File: src/rtl/insert_sort.sv
// Stable insertion sorter: one compare/swap per clock over a captured array.
// Define INSERT_SORT_DESCENDING_EN for descending order (default ascending).
module insert_sort #(
    parameter int RSTPOL         = 0,
    parameter int INPUTVALS      = 16,
    parameter int INPUTBITWIDTHS = 6
) (
    input  logic                                           clk,
    input  logic                                           reset,
    input  logic                                           sortstart,
    input  logic [INPUTVALS-1:0][INPUTBITWIDTHS-1:0]       needs_sorting,
    output logic                                           sortdone,
    output logic [INPUTVALS-1:0][INPUTBITWIDTHS-1:0]       sorted,
    output logic [INPUTVALS-1:0][$clog2(INPUTVALS):0]      sorted_positions,
    output logic                                           error
);

    localparam int N  = INPUTVALS;
    localparam int W  = INPUTBITWIDTHS;
    localparam int IW = $clog2(N);
    localparam int P  = IW + 1;

    localparam logic [IW-1:0] LAST = IW'(N - 1);
    localparam logic [IW-1:0] ONE  = IW'(1);

    typedef enum logic [1:0] {
        IDLE,
        SCAN,
        DONE
    } state_t;

    state_t                 state;
    logic [N-1:0][W-1:0]    work;
    logic [N-1:0][P-1:0]    pos;
    logic [IW-1:0]          i;
    logic [IW-1:0]          j;

    logic                   rst_n;
    logic [IW-1:0]          jm1;
    logic [IW-1:0]          i_nx;
    logic [W-1:0]           lo_val;
    logic [W-1:0]           hi_val;
    logic [P-1:0]           lo_pos;
    logic [P-1:0]           hi_pos;
    logic                   out_of_order;
    logic                   swap;
    logic                   last;

    assign rst_n = (RSTPOL == 0) ? reset : ~reset;

    assign jm1    = j - ONE;
    assign i_nx   = i + ONE;
    assign lo_val = work[jm1];
    assign hi_val = work[j];
    assign lo_pos = pos[jm1];
    assign hi_pos = pos[j];
    assign last   = (i == LAST);

`ifdef INSERT_SORT_DESCENDING_EN
    assign out_of_order = (lo_val < hi_val);
`else
    assign out_of_order = (lo_val > hi_val);
`endif

    // j == 0 means the element reached the front: treat as a no-swap cycle
    assign swap = (j != '0) && out_of_order;

    always_ff @(posedge clk or negedge rst_n) begin
        if (!rst_n) begin
            state            <= IDLE;
            work             <= '0;
            pos              <= '0;
            i                <= '0;
            j                <= '0;
            sortdone         <= 1'b0;
            error            <= 1'b0;
            sorted           <= '0;
            sorted_positions <= '0;
        end else begin
            unique case (state)
                IDLE, DONE: begin
                    if (sortstart) begin
                        work <= needs_sorting;
                        for (int k = 0; k < N; k++) begin
                            pos[k] <= P'(k);
                        end
                        i        <= ONE;
                        j        <= ONE;
                        sortdone <= 1'b0;
                        error    <= 1'b0;
                        state    <= SCAN;
                    end
                end
                SCAN: begin
                    if (sortstart) begin
                        error <= 1'b1;
                    end
                    if (swap) begin
                        work[jm1] <= hi_val;
                        work[j]   <= lo_val;
                        pos[jm1]  <= hi_pos;
                        pos[j]    <= lo_pos;
                        j         <= jm1;
                    end else if (last) begin
                        sorted           <= work;
                        sorted_positions <= pos;
                        sortdone         <= 1'b1;
                        state            <= DONE;
                    end else begin
                        i <= i_nx;
                        j <= i_nx;
                    end
                end
                default: begin
                    state <= IDLE;
                end
            endcase
        end
    end

endmodule

File: config.mk
export PLATFORM = sky130hd
export DESIGN_NAME = insert_sort
export DESIGN_NICKNAME = d
export VERILOG_FILES = /design/src/rtl/insert_sort.sv
export SDC_FILE = /design/constraint.sdc
export NUM_CORES = 1
export LEC_CHECK = 0
export ABC_AREA = 1
export CAP_MARGIN = 30
export CELL_PAD_IN_SITES_DETAIL_PLACEMENT = 1
export CELL_PAD_IN_SITES_GLOBAL_PLACEMENT = 2
export CORE_MARGIN = 1
export CORE_UTILIZATION = 28
export CTS_CLUSTER_DIAMETER = 100
export DETAILED_ROUTE_END_ITERATION = 6
export PLACE_DENSITY_LB_ADDON = 0.1
export SLEW_MARGIN = 30
export SYNTH_ARGS = -nofsm -noshare
export SYNTH_HDL_FRONTEND = slang
export SYNTH_SLANG_ARGS = --single-unit
File: constraint.sdc
create_clock -name clk -period 3.91 [get_ports clk]
set_input_delay 0.391 -clock clk [delete_from_list [all_inputs] [get_ports clk]]
set_output_delay 0.391 -clock clk [all_outputs]
set_load 0.005 [all_outputs]
==> results.json, run 1 <==
{
  "outcome": "finished clean",
  "ys_ff_latch": 364,
  "vias": 22500,
  "critPathMaxFanout": 28,
  "grt_max_degree": 125,
  "cts_htree_levels": 2,
  "final.setup_skew_ps": 25.9,
  "area_delta_synth_final_pct": 25.4,
  "pre_cts_ws_ps": 111,
  "setup_viol": 0,
  "nets": 3563,
  "crit_path_end_kind": "flop",
  "rows": 102,
  "final.min_clock_period_ps": 3670,
  "critPathLaunchType": "flop",
  "post-route-period-util": 0.940,
  "clkSinkCount": 364,
  "worst_hold_slack_ps": 351,
  "portBuffers": 276,
  "r2r-start": "j[0]$_DFFE_PN0P_",
  "maxCapViolations": 0,
  "antenna_found_initial": 3,
  "synth_edf_count": 0,
  "die_y_um": 282,
  "ys.warnings.count": 0,
  "rsz0062_at_grt": "false",
  "core_sq_mm": 0.0776,
  "ys_types": 34,
  "grt_usage": 0.255,
  "p_switching_mw": 17.1,
  "ys.flop_type": "dfrtp_1",
  "reg2reg_depth": 22,
  "gr-total-overflow": 0,
  "p_int_mw": 13.9,
  "ant_nets": 0,
  "fin_util": 0.356,
  "synth_sequential_area_ratio": 0.414,
  "avgSynthCellArea_sq_um": 6.85,
  "share_seq_of_total_power": 0.198,
  "reg2reg_slack_ps": 240,
  "peakVddDrop_mv": 0.755,
  "clock_latency_ps": 610,
  "ios": 277,
  "arrival_ps": 4140,
  "detail_route.first_pass.iterations": 6,
  "cts-buffers-inserted": 47,
  "dieWidth_um": 282,
  "swShare": 0.553,
  "worst_pin_slew_ps": 716,
  "cts_tree": "built",
  "synth_nets": 3327,
  "finalInstanceArea_sq_mm": 0.0276,
  "grt_pass1_vias": 23100,
  "avgViaCountPerCell": 4.98,
  "pwr-share-comb": 0.660,
  "syn-cell-area_sq_mm": 0.0220,
  "place_area_sq_mm": 0.0260,
  "grt_busiest_layer": "met2",
  "clock.fmax_mhz": 272,
  "drt_iter0_drc": 1542,
  "final_max_slew_viol_count": 0,
  "grt_first_pass_wirelength_um": 152000,
  "worstSetupPathType": "flop to flop",
  "hold_class": "input pin to asynchronous set/reset pin",
  "required_ps": 4380,
  "critPathLaunch": "j[0]$_DFFE_PN0P_",
  "gr-usage-met3": 0.0244,
  "p_leak_nw": 14.2,
  "netlist_instances": 3215,
  "die_area_sq_mm": 0.0797,
  "place_congestion": 0.865,
  "grt_use_met2": 0.414,
  "cts-root-buf": "clkbuf_16",
  "start_util": 0.284,
  "clkPwrFrac": 0.142,
  "tns_ps": 0,
  "drive_gt1_frac": 0.0938,
  "wirelength_um": 102000,
  "slew_headroom": 0.522,
  "dp_hpwl_um": 75400,
  "wire_per_inst_um": 22.6,
  "drc_errors": 0,
  "clk_transition_reported_paths_ps": 60,
  "use_met1": 0.361,
  "powerDensity_mw_per_mm2": 1120,
  "setup_ws_ps": 236,
  "reg2reg_to": "pos[57]$_DFFE_PN0P_",
  "async_flop_share": 1.00,
  "finalHoldViolCount": 0,
  "clockBufferDepth": 3
}
registers in the layout (all words and copies together), names as in the netlist:
register	flops
error	1
i	4
j	4
pos	80
sortdone	1
sorted	96
sorted_positions	80
state	2
work	96
worst max-delay path: stages (launching register included):
cell and delay (ps):
dfrtp_4 500, inv_4 90, ha_1 270, inv_2 100, buf_12 220, nand3_1 150, nand2_1 100, nand2_1 60
nand2_1 90, nand2_2 60, nand2_1 90, inv_1 50, ha_1 270, nand2_1 70, nor2_1 180, nand3_1 190
nand3_4 140, nand2_4 80, buf_12 160, o21ai_4 250, inv_2 180, nand3_1 170, nand2_1 70
final cells by class:
type                    instances  area (sq um)
diodes                          3          7.51
clock buffers                  63          1340
clock inverters                23           195
fillers                      9694         50000
inverters                     229           868
multi-input cells            2438         11000
flip-flops and latches        364          9110
well taps                    1040          1300
repair buffers                371          3750
power groups by stage:
| stage | clock network, mW | logic (mW) | registers (mW) |
|---|---|---|---|
| after floorplan | 0 | 12.1 | 5.78 |
| after global placement | 0 | 20.0 | 6.17 |
| after detailed placement | 0 | 20.3 | 6.19 |
| after CTS | 4.49 | 20.4 | 6.14 |
| after global routing | 4.62 | 22.3 | 6.29 |
| final | 4.39 | 20.4 | 6.14 |
kinds of logic (layout without fill, tap and decap cells):
logic type	after synthesis	count (layout)	synth area share
multiplexers	69	69	0.0380
adder cells (fa/ha/maj)	13	13	0.00739
other	0	3	0
flip-flops	364	364	0.414
buffers and inverters	413	686	0.0862
AND/OR/NAND/NOR	2127	2127	0.401
AO/OA/AOI/OAI	229	229	0.0536
cell usage in the layout (no fill, tap or decap), types with 17 or more instances in the layout:
| cell | count |
|---|---|
| nand2_2 | 20 |
| nor2_1 | 251 |
| inv_2 | 17 |
| clkdlybuf4s50_1 | 275 |
| a21oi_1 | 61 |
| dfrtp_1 | 363 |
| o21ai_0 | 156 |
| nand2_1 | 1382 |
| buf_4 | 73 |
| clkbuf_16 | 49 |
| inv_1 | 202 |
| mux2_2 | 51 |
| nand3_1 | 424 |
cell usage after synthesis (6+ instances only):
| cell type | instances | area, sq um |
|---|---|---|
| nand2_1 | 1382 | 5190 |
| nand3_1 | 425 | 2130 |
| dfrtp_1 | 364 | 9110 |
| nor2_1 | 251 | 942 |
| inv_1 | 202 | 758 |
| o21ai_0 | 156 | 781 |
| buf_2 | 100 | 500 |
| a21oi_1 | 61 | 305 |
| mux2_2 | 51 | 574 |
| clkbuf_1 | 39 | 146 |
| buf_4 | 22 | 165 |
| nand2_2 | 21 | 131 |
| inv_2 | 18 | 67.6 |
| buf_6 | 17 | 191 |
| mux2_4 | 16 | 240 |
| nor2_2 | 15 | 93.8 |
| ha_1 | 13 | 163 |
| nand2_4 | 10 | 113 |
| clkinv_1 | 8 | 30.0 |
| nor2_4 | 7 | 78.8 |
| o21ai_1 | 6 | 30.0 |
repair_timing:
| item | 4_1_cts | 5_1_grt |
|---|---|---|
| setup endpoints to repair | 0 | 278 |
| setup buffers | 0 | 0 |
| resized for setup | 0 | 7 |
| hold endpoints to repair | 53 | 0 |
| hold buffers | 1 | 0 |
worst max path at each step:
stage	to	slack [ps]
4_1_cts	sorted[31]$_DFFE_PN0P_	80
3_3_place_gp	work[11]$_DFFE_PN0P_	180
5_1_grt	pos[57]$_DFFE_PN0P_	20
3_5_place_dp	sorted[1]$_DFFE_PN0P_	110
6_report	pos[57]$_DFFE_PN0P_	240
2_1_floorplan	sorted_positions[25]$_DFFE_PN0P_	270
layer usage:
layer	up-vias	part of all wire
li1	10600	-
met1	11300	0.47
met4	0	0.024
met5	-	0
met2	548	0.46
met3	139	0.039
through the flow:
step	instances	total power, mW
after floorplan	3215	17.9
after global placement	4440	26.1
after detailed placement	4440	26.5
after CTS	4527	31.0
after global routing	4528	33.2
final	4531	31.0
No activity file was read; power rests on OpenSTA's default activity.
==> inputs of run 2 (changes only) <==
- CTS_CLUSTER_DIAMETER: 100 -> 80
- CTS_CLUSTER_SIZE: unset -> 30
==> results.json, run 2 (synthesis gave the netlist of run 1 again) <==
{
  "outcome": "finished clean",
  "cts_tree": "built",
  "crit_path_end_kind": "flop",
  "reg_top3": "sorted x96, work x96",
  "clkSinkCount": 364,
  "clock_latency_ps": 580,
  "cts-buffers-inserted": 35,
  "antenna_found_initial": 4,
  "p_int_mw": 13.3,
  "rsz0062_at_grt": "false",
  "reg2reg_to": "sorted_positions[48]$_DFFE_PN0P_",
  "wirelength_um": 102000,
  "gr-total-overflow": 0,
  "rows": 102,
  "peakVddDrop_mv": 0.671,
  "final_max_slew_viol_count": 0,
  "final.setup_skew_ps": 28.0,
  "slew_headroom": 0.517,
  "vias": 22600,
  "portBuffers": 276,
  "reg2reg_slack_ps": 260,
  "fin_util": 0.352,
  "drt_iter0_drc": 1620,
  "total_power_mw": 30.5,
  "clock.fmax_mhz": 274,
  "clockBufferDepth": 3,
  "share_seq_of_total_power": 0.201,
  "cts-root-buf": "clkbuf_16",
  "critPathLaunchType": "flop",
  "post-route-period-util": 0.934,
  "tns_ps": 0,
  "swShare": 0.563,
  "r2r-start": "j[0]$_DFFE_PN0P_",
  "powerDensity_mw_per_mm2": 1110,
  "wire_per_inst_um": 22.7,
  "grt_usage": 0.255,
  "grt_max_degree": 125,
  "final.min_clock_period_ps": 3650,
  "pwr-share-comb": 0.672,
  "grt_pass1_vias": 23100,
  "drc_errors": 0,
  "final_cell_mix": "1,382 x nand2_1, 424 x nand3_1, 363 x dfrtp_1",
  "start_util": 0.284,
  "die_area_sq_mm": 0.0797,
  "postCtsSetupBuffers": 0,
  "grt_first_pass_wirelength_um": 152000,
  "required_ps": 4350,
  "p_leak_nw": 14.1,
  "core_sq_mm": 0.0776,
  "finalHoldViolCount": 0,
  "p_switching_mw": 17.1,
  "ios": 277,
  "seqCellArea_sq_mm": 0.00911,
  "maxCapViolations": 0,
  "hold_class": "input pin to asynchronous set/reset pin",
  "arrival_ps": 4090,
  "dp_hpwl_um": 75400,
  "critPathMaxFanout": 48,
  "avgViaCountPerCell": 5.00,
  "reg2reg_depth": 20,
  "cts_htree_levels": 2,
  "worst_pin_slew_ps": 722,
  "dieWidth_um": 282,
  "clk_transition_reported_paths_ps": 80,
  "detail_route.first_pass.iterations": 5,
  "worstSetupPathType": "flop to flop",
  "fillerInstances": 9688,
  "die_y_um": 282,
  "place_congestion": 0.865,
  "setup_viol": 0,
  "clkPwrFrac": 0.127,
  "mostFrequentLayoutCell": "nand2_1",
  "nets": 3552,
  "area_delta_synth_final_pct": 24.2,
  "multi_input_area_sq_mm": 0.0110,
  "drive_gt1_frac": 0.0894,
  "ant_nets": 0
}
run 2: changes by cell type in the layout (fill, tap and decap cells not counted), sizes merged:
cell	previous run	this run
clkbuf	64	42
clkinv	25	16
clkinvlp	3	2
diode	3	2
inv	222	232
run 2: cell type report:
class                           instances  area share
Clock inverter                         23      0.0111
Clock buffer                           40      0.0346
Tap cell                             1040      0.0476
Multi-Input combinational cell       2438       0.403
Timing Repair Buffer                  372       0.138
Sequential cell                       364       0.333
Inverter                              229      0.0318
Antenna cell                            2    0.000183
run 2: stage by stage:
stage / hold slack (ps) / instance area, sq um / std cells / setup slack [ps]
5_1_grt: 390 / 27300 / 4506 / 16.3
2_1_floorplan: 95.4 / 22000 / 3215 / 268
6_report: 360 / 27300 / 4508 / 259
3_5_place_dp: 390 / 26000 / 4440 / 111
4_1_cts: 370 / 27200 / 4504 / 92.3
3_3_place_gp: 383 / 26000 / 4440 / 177
run 2: worst max-delay path by stage:
stage | to | slack [ps] | from | depth (start not counted)
2_1_floorplan | sorted_positions[25]$_DFFE_PN0P_ | 270 | j[0]$_DFFE_PN0P_ | 24
3_3_place_gp | work[11]$_DFFE_PN0P_ | 180 | j[0]$_DFFE_PN0P_ | 22
3_5_place_dp | sorted[1]$_DFFE_PN0P_ | 110 | j[0]$_DFFE_PN0P_ | 20
4_1_cts | pos[57]$_DFFE_PN0P_ | 90 | j[0]$_DFFE_PN0P_ | 22
5_1_grt | j[1]$_DFFE_PN0P_ | 20 | j[0]$_DFFE_PN0P_ | 20
6_report | sorted_positions[48]$_DFFE_PN0P_ | 260 | j[0]$_DFFE_PN0P_ | 20
run 2: what timing repair did:
action | in CTS | in global routing
hold buffers | 1 | 0
endpoints found under the setup margin | 0 | 294
gates resized for setup | 0 | 7
hold endpoints to repair | 53 | 0
run 2: power groups by stage:
stage | Clock [mW] | Sequential [mW] | Combinational [mW]
floorplan | 0 | 5.78 | 12.1
global placement | 0 | 6.17 | 20.0
detailed placement | 0 | 6.19 | 20.3
CTS | 3.99 | 6.13 | 20.4
global route | 4.09 | 6.28 | 22.3
finish | 3.86 | 6.13 | 20.5
run 2: critical path, cell delays in order (launching register included):
cell     delay, ps
dfrtp_4        510
inv_4          120
ha_1           280
inv_2          100
buf_12         220
nand3_1        140
nand2_1         90
nand2_1         60
nand2_1         90
nand2_2         60
nand2_1         90
inv_1           50
ha_1           270
nand2_1         70
nor2_1         170
nand2_1         90
nand3_2        120
nand3_2        180
nand2_8        150
buf_12         220
mux2_2         370
run 2: per-layer routing:
layer  GRT usage  wire length, um
met1       0.359            48100
met2       0.418            47700
met3      0.0223             4080
met4      0.0644             2460
met5           0                0
==> inputs of run 3 (changes only) <==
- CELL_PAD_IN_SITES_DETAIL_PLACEMENT: 1 -> unset
- CELL_PAD_IN_SITES_GLOBAL_PLACEMENT: 2 -> unset
- CORE_UTILIZATION: 28 -> 51
- PLACE_DENSITY: unset -> 0.77
- PLACE_DENSITY_LB_ADDON: 0.1 -> unset
==> results.json, run 3 (synthesis gave the netlist of run 1 again) <==
{
  "outcome": "finished clean",
  "ant_nets": 0,
  "antenna_found_initial": 0,
  "clk_transition_reported_paths_ps": 90,
  "critPathMaxFanout": 19,
  "clockBufferDepth": 3,
  "grt_max_degree": 151,
  "wire_per_inst_um": 20.2,
  "fin_util": 0.616,
  "arrival_ps": 4230,
  "peakVddDrop_mv": 0.856,
  "portBuffers": 276,
  "cts-buffers-inserted": 24,
  "start_util": 0.521,
  "drc_errors": 0,
  "place_congestion": 0.973,
  "powerDensity_mw_per_mm2": 1070,
  "mostFrequentLayoutCell": "nand2_1",
  "critPathMaxStageDelay_ps": 510,
  "die_y_um": 210,
  "critPathBufInv": 3,
  "p_leak_nw": 13.7,
  "setup_viol": 0,
  "grt_pass1_vias": 21300,
  "clkSinkCount": 364,
  "grt_first_pass_wirelength_um": 123000,
  "vias": 22700,
  "drive_gt1_frac": 0.0780,
  "core_sq_mm": 0.0422,
  "die_area_sq_mm": 0.0440,
  "reg_top3": "sorted x96, work x96",
  "path_cells": "inv_4, ha_1, nor2_1, nor2_4, buf_4, nand2_1, nand2_1, nand2_2, nand2_1, inv_1, ha_1, nand2_1, nor2_1, nand2_1, nand3_1, nand3_4, nand2_8, nand2_4, nor2_1, o21ai_0, nand2_1",
  "wirelength_um": 79900,
  "ios": 277,
  "final_cell_mix": "1,382 x nand2_1, 425 x nand3_1, 363 x dfrtp_1",
  "avgViaCountPerCell": 5.73,
  "tns_ps": 0,
  "final.setup_skew_ps": 24.1,
  "crit_path_end_kind": "flop",
  "area_delta_synth_final_pct": 18.2,
  "nets": 3519,
  "cts_tree": "built",
  "post-route-period-util": 0.951,
  "worst_pin_slew_ps": 896,
  "finalInstanceArea_sq_mm": 0.0260,
  "slew_headroom": 0.401,
  "clock_latency_ps": 590,
  "dp_hpwl_um": 57300,
  "detail_route.first_pass.iterations": 6,
  "drt_iter0_drc": 3002,
  "worstSetupPathType": "flop to flop",
  "hold_class": "input pin to asynchronous set/reset pin",
  "required_ps": 4420,
  "postCtsSetupBuffers": 0,
  "final_max_slew_viol_count": 0,
  "final.min_clock_period_ps": 3720,
  "gr-total-overflow": 0,
  "maxCapViolations": 0,
  "rows": 75,
  "cts-root-buf": "clkbuf_16",
  "critPathLaunchType": "flop",
  "worst_hold_slack_ps": 401,
  "grt_usage": 0.358,
  "dieWidth_um": 210,
  "finalHoldViolCount": 0,
  "cts_htree_levels": 1,
  "path_common_cell": "nand2_1",
  "critPathTopFamily": "simple AND/OR/NAND/NOR gates",
  "slowest_stage": "dfrtp_4",
  "total_power_mw": 27.8,
  "place_area_sq_mm": 0.0251,
  "antenna_cells": 0,
  "clock.fmax_mhz": 269
}
==> run 3: timing repair <==
item                                    in CTS  in global routing
resized for setup                            0                  2
hold endpoints to repair                    81                  0
hold buffers                                 1                  0
endpoints found under the setup margin       0                 96
==> run 3: cell type report <==
type,instances,area (sq um)
clock buffers,28,647
clock inverters,15,189
fillers,3958,16200
inverters,229,868
multi-input cells,2438,11000
flip-flops and latches,364,9110
well taps,539,674
repair buffers,350,3500
==> run 3: routing by layer <==
metal	GRT usage	share of wire
met1	0.503	0.41
met2	0.551	0.44
met3	0.0509	0.099
met4	0.160	0.045
met5	0	0
==> run 3: per-stage QoR <==
step	setup WS, ps	cells
6_report	191	3963
5_1_grt	-1.96	3963
4_1_cts	116	3962
3_5_place_dp	138	3918
3_3_place_gp	248	3918
2_1_floorplan	268	3215
==> run 3: final timing paths <==
kind                                              from                     end  slack, ps  cells after the start
worst max register to register        j[0]$_DFFE_PN0P_    work[20]$_DFFE_PN0P_        190                     21
worst min-delay path                             reset  sorted[19]$_DFFE_PN0P_        400                      2
worst min register to register  sorted[33]$_DFFE_PN0P_  sorted[33]$_DFFE_PN0P_        490                      2
max in group asynchronous                        reset    work[83]$_DFFE_PN0P_       2430                      3
min in group clk                     needs_sorting[94]    work[94]$_DFFE_PN0P_        480                      5
worst max-delay path                  j[0]$_DFFE_PN0P_    work[20]$_DFFE_PN0P_        190                     21
==> run 3: report_power, final <==
group | internal [mW] | switching (mW) | leakage [nW]
Clock | 1.28 | 1.57 | 0.401
Combinational | 5.85 | 13.1 | 8.45
Sequential | 5.03 | 0.961 | 4.90
Total | 12.2 | 15.7 | 13.7
